File: config.mk
export PLATFORM = sky130hd
export DESIGN_NAME = argmax_classifier_flat
export DESIGN_NICKNAME = d
export VERILOG_FILES = /design/src/rtl/nn_pkg.sv /design/src/rtl/argmax_classifier_if.sv /design/src/rtl/top2_tracker.sv /design/src/rtl/argmax_classifier.sv /design/src/flat_wrapper.sv
export SDC_FILE = /design/constraint.sdc
export NUM_CORES = 1
export LEC_CHECK = 0
export CAP_MARGIN = 20
export CORE_ASPECT_RATIO = 1.25
export CORE_MARGIN = 2
export CORE_UTILIZATION = 30
export CTS_BUF_LIST = sky130_fd_sc_hd__clkbuf_8
export CTS_CLUSTER_DIAMETER = 120
export CTS_CLUSTER_SIZE = 40
export DETAILED_ROUTE_END_ITERATION = 16
export DONT_BUFFER_PORTS = 1
export GPL_TIMING_DRIVEN = 0
export SLEW_MARGIN = 40
export SYNTH_ARGS = -nofsm -noshare
export SYNTH_HDL_FRONTEND = slang
export SYNTH_HIERARCHICAL = 1
export SYNTH_SLANG_ARGS = --single-unit
File: constraint.sdc
create_clock -name clk -period 2.52 [get_ports clk]
set_clock_uncertainty 0.2 [all_clocks]
set_input_delay 0 -clock clk [delete_from_list [all_inputs] [get_ports clk]]
set_output_delay 0 -clock clk [all_outputs]
set_load 0.1 [all_outputs]
File: src/rtl/nn_pkg.sv
// Shared constants and types for the network readout path.
// Scores are two's complement Q8.8.
// Pure declarations: no logic, no latency, no flow control.
package nn_pkg;
    localparam int SCORE_W = 16;
    localparam int NUM_CLASSES_DEF = 10;
    localparam logic [SCORE_W-1:0] SCORE_MIN = 16'h8000;

    typedef enum logic [1:0] {
        IDLE,
        ACCUM,
        DONE,
        HOLD
    } state_t;
endpackage

File: src/rtl/argmax_classifier_if.sv
// Score stream in, classification result out.
// Wires only; no latency.
// Both directions use valid/ready; the transfer happens when both are high.
interface argmax_classifier_if
    import nn_pkg::*;
#(
    parameter int DATA_W = SCORE_W,
    parameter int IDX_W  = 4
);
    logic              score_valid;
    logic              score_ready;
    logic [DATA_W-1:0] score_data;
    logic              result_valid;
    logic              result_ready;
    logic [IDX_W-1:0]  result_class;
    logic [DATA_W-1:0] result_score;
    logic [DATA_W-1:0] result_margin;

    modport master (
        output score_valid, score_data, result_ready,
        input  score_ready, result_valid, result_class, result_score, result_margin
    );

    modport slave (
        input  score_valid, score_data, result_ready,
        output score_ready, result_valid, result_class, result_score, result_margin
    );
endinterface

File: src/rtl/top2_tracker.sv
// Running best / second-best score tracker with best index.
// One cycle: a qualified update lands on the next clock edge.
// No flow control; the owner decides when upd_en is allowed.
module top2_tracker
    import nn_pkg::*;
#(
    parameter int DATA_W = SCORE_W,
    parameter int IDX_W  = 4
) (
    input  logic              clk,
    input  logic              reset,
    input  logic              init,
    input  logic              upd_en,
    input  logic [DATA_W-1:0] score,
    input  logic [IDX_W-1:0]  idx,
    output logic [DATA_W-1:0] best,
    output logic [DATA_W-1:0] second,
    output logic [IDX_W-1:0]  best_idx
);
    localparam logic [DATA_W-1:0] MIN_VAL = {SCORE_MIN[SCORE_W-1], {(DATA_W-1){1'b0}}};

    logic [DATA_W-1:0] best_nxt;
    logic [DATA_W-1:0] second_nxt;
    logic [IDX_W-1:0]  idx_nxt;

    // Strict compare keeps the earlier index on a tie; the tied score still lands in second.
    always_comb begin
        best_nxt   = best;
        second_nxt = second;
        idx_nxt    = best_idx;
        if (init) begin
            best_nxt   = MIN_VAL;
            second_nxt = MIN_VAL;
            idx_nxt    = '0;
        end else if (upd_en) begin
            if ($signed(score) > $signed(best)) begin
                second_nxt = best;
                best_nxt   = score;
                idx_nxt    = idx;
            end else if ($signed(score) > $signed(second)) begin
                second_nxt = score;
            end
        end
    end

    always_ff @(posedge clk or negedge reset) begin
        if (!reset) begin
            best     <= '0;
            second   <= '0;
            best_idx <= '0;
        end else begin
            best     <= best_nxt;
            second   <= second_nxt;
            best_idx <= idx_nxt;
        end
    end
endmodule

File: src/rtl/argmax_classifier.sv
// Reduces each frame of NUM_CLASSES scores to class, score and saturated margin.
// Result valid 2 cycles after the last score transfer (DONE, then HOLD).
// score_ready is low outside ACCUM, so the stream stalls while a result is pending.
module argmax_classifier
    import nn_pkg::*;
#(
    parameter int NUM_CLASSES = NUM_CLASSES_DEF,
    parameter int DATA_W      = SCORE_W,
    parameter int IDX_W       = 4
) (
    input  logic              clk,
    input  logic              reset,
    input  logic              start,
    argmax_classifier_if.slave bus,
    output logic              busy,
    output logic              frame_err
);
    localparam logic [IDX_W-1:0] LAST_IDX = IDX_W'(NUM_CLASSES - 1);

    state_t            state_q, state_d;
    logic [IDX_W-1:0]  cnt_q, cnt_d;
    logic              trk_init, trk_upd, load_res, set_err;
    logic              rv_q, rv_d;
    logic [DATA_W-1:0] best, second;
    logic [IDX_W-1:0]  best_idx;
    logic signed [DATA_W:0] diff;
    logic [DATA_W-1:0] margin;
    logic [IDX_W-1:0]  class_q;
    logic [DATA_W-1:0] score_q, margin_q;

    top2_tracker #(.DATA_W(DATA_W), .IDX_W(IDX_W)) u_tracker (
        .clk      (clk),
        .reset    (reset),
        .init     (trk_init),
        .upd_en   (trk_upd),
        .score    (bus.score_data),
        .idx      (cnt_q),
        .best     (best),
        .second   (second),
        .best_idx (best_idx)
    );

    // best >= second always, so the top bit only rises on overflow of the unsigned field.
    assign diff   = $signed({best[DATA_W-1], best}) - $signed({second[DATA_W-1], second});
    assign margin = diff[DATA_W] ? '1 : diff[DATA_W-1:0];

    always_comb begin
        state_d  = state_q;
        cnt_d    = cnt_q;
        rv_d     = rv_q;
        trk_init = 1'b0;
        trk_upd  = 1'b0;
        load_res = 1'b0;
        set_err  = 1'b0;
        case (state_q)
            IDLE: begin
                if (start) begin
                    state_d  = ACCUM;
                    cnt_d    = '0;
                    trk_init = 1'b1;
                end
            end
            ACCUM: begin
                // A restart wins over any score presented in the same cycle.
                if (start) begin
                    cnt_d    = '0;
                    trk_init = 1'b1;
                    set_err  = (cnt_q != '0);
                end else if (bus.score_valid) begin
                    trk_upd = 1'b1;
                    if (cnt_q == LAST_IDX) begin
                        state_d = DONE;
                        cnt_d   = '0;
                    end else begin
                        cnt_d = cnt_q + 1'b1;
                    end
                end
            end
            DONE: begin
                load_res = 1'b1;
                rv_d     = 1'b1;
                state_d  = HOLD;
            end
            HOLD: begin
                if (rv_q && bus.result_ready) begin
                    rv_d = 1'b0;
                    if (start) begin
                        state_d  = ACCUM;
                        cnt_d    = '0;
                        trk_init = 1'b1;
                    end else begin
                        state_d = IDLE;
                    end
                end
            end
            default: state_d = IDLE;
        endcase
    end

    always_ff @(posedge clk or negedge reset) begin
        if (!reset) begin
            state_q   <= IDLE;
            cnt_q     <= '0;
            rv_q      <= 1'b0;
            class_q   <= '0;
            score_q   <= '0;
            margin_q  <= '0;
            frame_err <= 1'b0;
        end else begin
            state_q <= state_d;
            cnt_q   <= cnt_d;
            rv_q    <= rv_d;
            if (load_res) begin
                class_q  <= best_idx;
                score_q  <= best;
                margin_q <= margin;
            end
            if (set_err) begin
                frame_err <= 1'b1;
            end
        end
    end

    assign bus.score_ready   = (state_q == ACCUM);
    assign busy              = (state_q == ACCUM);
    assign bus.result_valid  = rv_q;
    assign bus.result_class  = class_q;
    assign bus.result_score  = score_q;
    assign bus.result_margin = margin_q;
endmodule

File: src/flat_wrapper.sv
// flat-port wrapper written by rule: the top's interface ports become plain ports
module argmax_classifier_flat import nn_pkg::*;
#(
    parameter int NUM_CLASSES = NUM_CLASSES_DEF,
    parameter int DATA_W      = SCORE_W,
    parameter int IDX_W       = 4
)
  (clk, reset, start, busy, frame_err, bus_score_valid, bus_score_data, bus_result_ready, bus_score_ready, bus_result_valid, bus_result_class, bus_result_score, bus_result_margin);
  argmax_classifier_if #(.DATA_W(DATA_W), .IDX_W(IDX_W)) bus_i ();
  input  logic clk;
  input  logic reset;
  input  logic start;
  output logic busy;
  output logic frame_err;
  input wire logic [$bits(bus_i.score_valid)-1:0] bus_score_valid;
  input wire logic [$bits(bus_i.score_data)-1:0] bus_score_data;
  input wire logic [$bits(bus_i.result_ready)-1:0] bus_result_ready;
  output wire logic [$bits(bus_i.score_ready)-1:0] bus_score_ready;
  output wire logic [$bits(bus_i.result_valid)-1:0] bus_result_valid;
  output wire logic [$bits(bus_i.result_class)-1:0] bus_result_class;
  output wire logic [$bits(bus_i.result_score)-1:0] bus_result_score;
  output wire logic [$bits(bus_i.result_margin)-1:0] bus_result_margin;
  assign bus_i.score_valid = bus_score_valid;
  assign bus_i.score_data = bus_score_data;
  assign bus_i.result_ready = bus_result_ready;
  assign bus_score_ready = bus_i.score_ready;
  assign bus_result_valid = bus_i.result_valid;
  assign bus_result_class = bus_i.result_class;
  assign bus_result_score = bus_i.result_score;
  assign bus_result_margin = bus_i.result_margin;
  argmax_classifier #(.NUM_CLASSES(NUM_CLASSES), .DATA_W(DATA_W), .IDX_W(IDX_W)) u_core (.clk(clk), .reset(reset), .start(start), .bus(bus_i), .busy(busy), .frame_err(frame_err));
endmodule
After elaboration in Yosys (flattened, before gate mapping)
Index checks and enable logic that the tools add are counted.

operators by class
  reductions and logical operators = 14
  order comparisons = 2
  multiplexer cells = 35
  add/subtract/negate cells = 2
  equal/unequal tests = 10

operator list
  cell                   number
  $mux W16               8
  $gt A16 B16 Y1         2
  $mux W4                8
  $sub A16 B16 Y17       1
  $pmux W4 S3            1
  $mux W1                10
  $mux W2                5
  $pmux W2 S4            1
  $ne A2 B2 Y1 const B   3
  $reduce_and A2 Y1      3
  $reduce_bool A2 Y1     3
  $reduce_bool A3 Y1     2
  $reduce_and A5 Y1      1
  $add A4 B1 Y4 const B  1
  $eq A2 B2 Y1 const B   2
  $eq A4 B4 Y1 const B   1
  $ne A2 B1 Y1 const B   2
  $pmux W1 S2            2
  $reduce_bool A4 Y1     1
  $ne A3 B3 Y1 const B   1
  $reduce_and A3 Y1      1
  $eq A2 B1 Y1 const B   1
  $logic_not A2 Y1       1
  $reduce_or A2 Y1       1
  $logic_and A1 B1 Y1    1

storage, ports and cells
  word-level logic and storage cells = 73
  output and inout port bits = 40
  flip-flop bits (word level) = 80

Depth between registers and ports, before layout
  word-level depth = 5
  gate-level depth with buffers = 11

Hierarchy
The synthesis kept the hierarchy.

by module, submodules not included
  module             area an instance (um2)  seq. area each (um2)  cells an instance  times used
  argmax_classifier  2,718.9                 1,101.1               263                1
  top2_tracker       2,521.2                 900.9                 299                1

Worst setup path before layout
No wires, ideal clock.

  kind = register -> register
  from = reg u_core.state_q[1]
  to = reg u_core.u_tracker.second[15]
  setup slack = -0.455 ns
  required time = 2.238 ns
  setup time = 0.082 ns
  path buffers = 1
  stages on the path, launching flop included = 12
  arrival = 2.693 ns
  period minus slack after synthesis = 2.975 ns
  path through = dfrtp_1 -> inv_1 -> ha_1 -> nor2b_1 -> and2_1 -> o41ai_1 -> nor2_1 -> nand4bb_1 -> nand2_1 -> clkbuf_1 -> nor4_1 -> a31oi_1

between the ends
  elaborated cells on any way between the ends = 10

RTL lines
  item                          RTL line                  RTL
  start: declaration            argmax_classifier.sv:20   state_t state_q, state_d;
  start signal: assignment      argmax_classifier.sv:110  state_q <= state_d;
  $eq A2 B1 Y1                  -
  named net bus_score_ready     flat_wrapper.sv:18        output wire logic [$bits(bus_i.score_ready)-1:0] bus_score_ready;
  $mux W1                       argmax_classifier.sv:55   case (state_q)
  named net u_core.trk_upd      argmax_classifier.sv:22   logic trk_init, trk_upd, load_res, set_err;
  $reduce_bool A2 Y1 (no line)  -
  $reduce_and A2 Y1 (no line)   -
  end signal: assignment        top2_tracker.sv:53        second <= second_nxt;
  end: declaration              top2_tracker.sv:17        output logic [DATA_W-1:0] second,

The timed path passes the listed nets, and every way through them passes these cells.
A chain may end at the register's enable or synchronous reset.

Worst setup path in the final report
  from = reg u_core.u_tracker.best[10]
  to = reg u_core.u_tracker.best[9]

between the ends
  word-level cells in the longest chain between the ends = 3

RTL lines
  item                          RTL line            RTL
  start: declaration            top2_tracker.sv:16  output logic [DATA_W-1:0] best,
  start signal: assignment      top2_tracker.sv:52  best <= best_nxt;
  $gt A16 B16 Y1                top2_tracker.sv:36  if ($signed(score) > $signed(best)) begin
  $reduce_bool A2 Y1 (no line)  -
  $reduce_and A2 Y1 (no line)   -

Every way passes these cells.

==> run metrics <==
required time worst endpoint about 2.6 ns; Root Driver clkbuf_8; Hold EP u_core/u_tracker/second[15]$_DFFE_PN0P_; cell count after synthesis around 560; Die W between 100 and 150 um; port bufs 0; worst r2r dst u_core/u_tracker/best[9]$_DFFE_PN0P_; WS Path Type reg -> reg; Worst Setup Start Kind flip-flop; GR Util met1 19.87%; Worst VDD drop around 0.00089 V; slew of the pin with the lowest slew margin slightly below 0.9 ns; GR Overflow Total 0; CTS buffer count 9; starting density of the core between 30% and 40%; Die Footprint around 19,000 um2; reg2reg path depth 12; post-synthesis sequential area ratio between 30% and 40%; fillcell total approximately 1,700; CP max FO 10; largest net degree at the start of global routing 81; crit path time final around 2.7 ns; top post-synthesis cells by count 87 x a21oi_1, 80 x dfrtp_1, 58 x inv_1; Global Route met2 Usage a little under a third; Layout area overhead 36.65%; worst-skew pair later-pin latency 0.39 ns; power density cells approximately 1400 nW/um2; Final Net Count 720; Post-Syn Area per Cell just over 9 um2; clock slew at reported path FFs about 0.090 ns; ANT nets after route 0; Via Count 4,584; worst hold stages 4; final instance area 7161 um2; fraction of registers with async set or reset after synthesis between 90% and 100%; total power approximately 10 mW; min-delay worst type in -> reg; cell area after synthesis 5240 um2; Fmax 365.2 MHz; Synthesized Nets 639; register bit total from synthesis 80; clk sink count 80; Primary FF master, synth dfrtp_1; First-pass DRT Iterations 5; Residual DRC 0; Routed WL per cell around 19 um; M3 GR Usage 3.481%; max_cap viols 0; EDFF count, synth 0; antenna diode count 0; count leader, synth a21oi_1; leak pwr just under 3 nW; first-pass GRT wire length 24,790 um; Slew HR about two fifths; Core Region about 17,000 um2; layout cell share with drive strength beyond 1 between 30% and 40%; Setup WS post-layout -0.2186 ns; num rows 54; Clock Tree Buf Depth 2; Synthesis Warnings 6; DRT Wirelength approximately 16,000 um; busiest grt layer met2; hpwl dp between 10,000 and 15,000 um; Final Hold Viols 0; CTS tree yes; Final Wtd Congestion 0.8385; Yosys cell types 64; Post-DP Area 5574 um2; main area contributors after synthesis dfrtp_1 38%, ha_1 13%, a21oi_1 8.3%; share of the synthesized area in the top cell type between 30% and 40%; Final period util 108.7%; Post-Place Worst Slack -0.6141 ns; H-tree depth 3; Synth area leader dfrtp_1; DR iter-0 viols 247; Die H 151.8 um; Global Route Usage Sum around 18%; Avg Vias per Cell ~5.3; Hold Crit Start bus_result_ready; I/O pin count 61; failing checks setup timing; R2R Setup Slk -0.22 ns; max-slew violations 0; # setup viols final 36; initial antenna violation count 0; worst reg2reg startpoint u_core/u_tracker/best[10]$_DFFE_PN0P_; outcome finished with violations; RSZ-0062 raised after global routing true; crit end category flip-flop; vias in the first global route 4,550; Worst Path Arrival 2.85 ns
-- per-stage QoR --
stage	instances	utilization [%]	TNS, ns	hold slack, ns
CTS	867	39.61	-2.884	0.01638
detailed placement	786	32.23	-21.16	-0.4932
global placement	786	32.02	-20.43	-0.4928
finish	872	41.40	-4.729	0.01219
floorplan	562	-	-1.508	-0.4956
global route	872	41.40	-9.448	0.04615
-- what timing repair did --
item,4_1_cts,5_1_grt
gates cloned,4,0
resized for setup,100,45
hold buffers,22,0
buffers inserted,41,5
endpoints found under the hold margin,120,0
setup endpoints to repair,51,52
pin swaps,42,18
-- layout make-up --
class                      count  area (um2)  area share (%)
sequential                    80        2053           28.67
multi-input combinational    401        3447           48.14
clock buffer                  11       151.4           2.114
inverter                      59       225.2           3.145
tap                          224       280.3           3.914
buffer                        20       212.7           2.970
clock inverter                 5       63.81          0.8911
timing repair buffer          72       726.9           10.15
-- logic make-up after synthesis --
kind of cell | synth area share (%)
compound gates | 22.40
mux | 4.895
simple gates | 11.96
buf+inv | 6.853
flops | 38.20
xor+xnor | 2.173
fa+ha+maj | 13.51
-- worst max-delay path by stage --
stage                                                     start                                       to  slack [ns]  depth (start not counted)
after global routing      u_core/u_tracker/best[10]$_DFFE_PN0P_     u_core/u_tracker/best[9]$_DFFE_PN0P_       -0.37                         12
after global placement     u_core/u_tracker/best[5]$_DFFE_PN0P_  u_core/u_tracker/second[12]$_DFFE_PN0P_       -0.59                         10
after floorplan            u_core/u_tracker/best[1]$_DFFE_PN0P_  u_core/u_tracker/second[10]$_DFFE_PN0P_       -0.14                         11
after detailed placement   u_core/u_tracker/best[7]$_DFFE_PN0P_   u_core/u_tracker/second[7]$_DFFE_PN0P_       -0.61                         10
final                     u_core/u_tracker/best[10]$_DFFE_PN0P_     u_core/u_tracker/best[9]$_DFFE_PN0P_       -0.22                         12
after CTS                 u_core/u_tracker/best[10]$_DFFE_PN0P_   u_core/u_tracker/second[0]$_DFFE_PN0P_       -0.16                          9
-- worst max-delay path, cell delays in order (launching register included) --
cell	delay (ns)
dfrtp_1	0.40
inv_2	0.07
ha_4	0.26
nand4_1	0.21
buf_4	0.21
nor2_1	0.12
a211oi_2	0.11
a31oi_1	0.29
o21a_2	0.27
buf_4	0.15
buf_8	0.14
nand2_1	0.09
a21oi_1	0.14
-- cells in the final DEF, fill, tap and decap left out, types with 3 or more instances in the layout --
cell / synthesis / routed
buf_16: 0 / 3
o21ai_0: 10 / 10
ha_4: 0 / 16
inv_2: 0 / 13
nand4_1: 10 / 10
xor2_1: 7 / 7
dfrtp_1: 80 / 39
a21o_1: 5 / 5
a21oi_1: 87 / 63
dfrtp_2: 0 / 41
inv_1: 58 / 44
dlygate4sd3_1: 0 / 21
a21oi_4: 0 / 11
clkbuf_1: 10 / 4
buf_12: 0 / 4
o211ai_1: 3 / 3
nor2b_1: 7 / 4
o31ai_2: 2 / 5
nor2b_4: 1 / 4
o31ai_1: 16 / 11
buf_4: 1 / 41
ha_1: 55 / 37
buf_6: 3 / 10
clkbuf_8: 1 / 14
nand3_1: 10 / 9
nand2_1: 52 / 51
a21oi_2: 19 / 32
nand2b_1: 5 / 5
xnor2_1: 6 / 6
mux2_2: 21 / 21
nor2_1: 31 / 31
-- report_power, final --
| part | internal [mW] | total, mW | switching, mW |
|---|---|---|---|
| logic | 2.85 | 6.20 | 3.36 |
| registers | 1.65 | 2.98 | 1.33 |
| clock network | 0.519 | 1.06 | 0.545 |
| total | 5.02 | 10.2 | 5.23 |
-- routing by layer --
metal | wire, um | up-vias
met3 | 834 | 43
met2 | 8411 | 125
met1 | 6397 | 2248
met4 | 619 | 0
met5 | 0 | -
li1 | - | 2168
-- flip-flops by register name (all words and copies together) (netlist names) --
| name | count |
|---|---|
| u_core/bus.result_score | 16 |
| u_core/bus.result_class | 4 |
| u_core/state_q | 2 |
| u_core/bus.result_valid | 1 |
| u_core/bus.result_margin | 16 |
| u_core/u_tracker/best | 16 |
| u_core/u_tracker/second | 16 |
| u_core/cnt_q | 4 |
| u_core/frame_err | 1 |
| u_core/u_tracker/best_idx | 4 |
(Power assumes the default switching activity.)
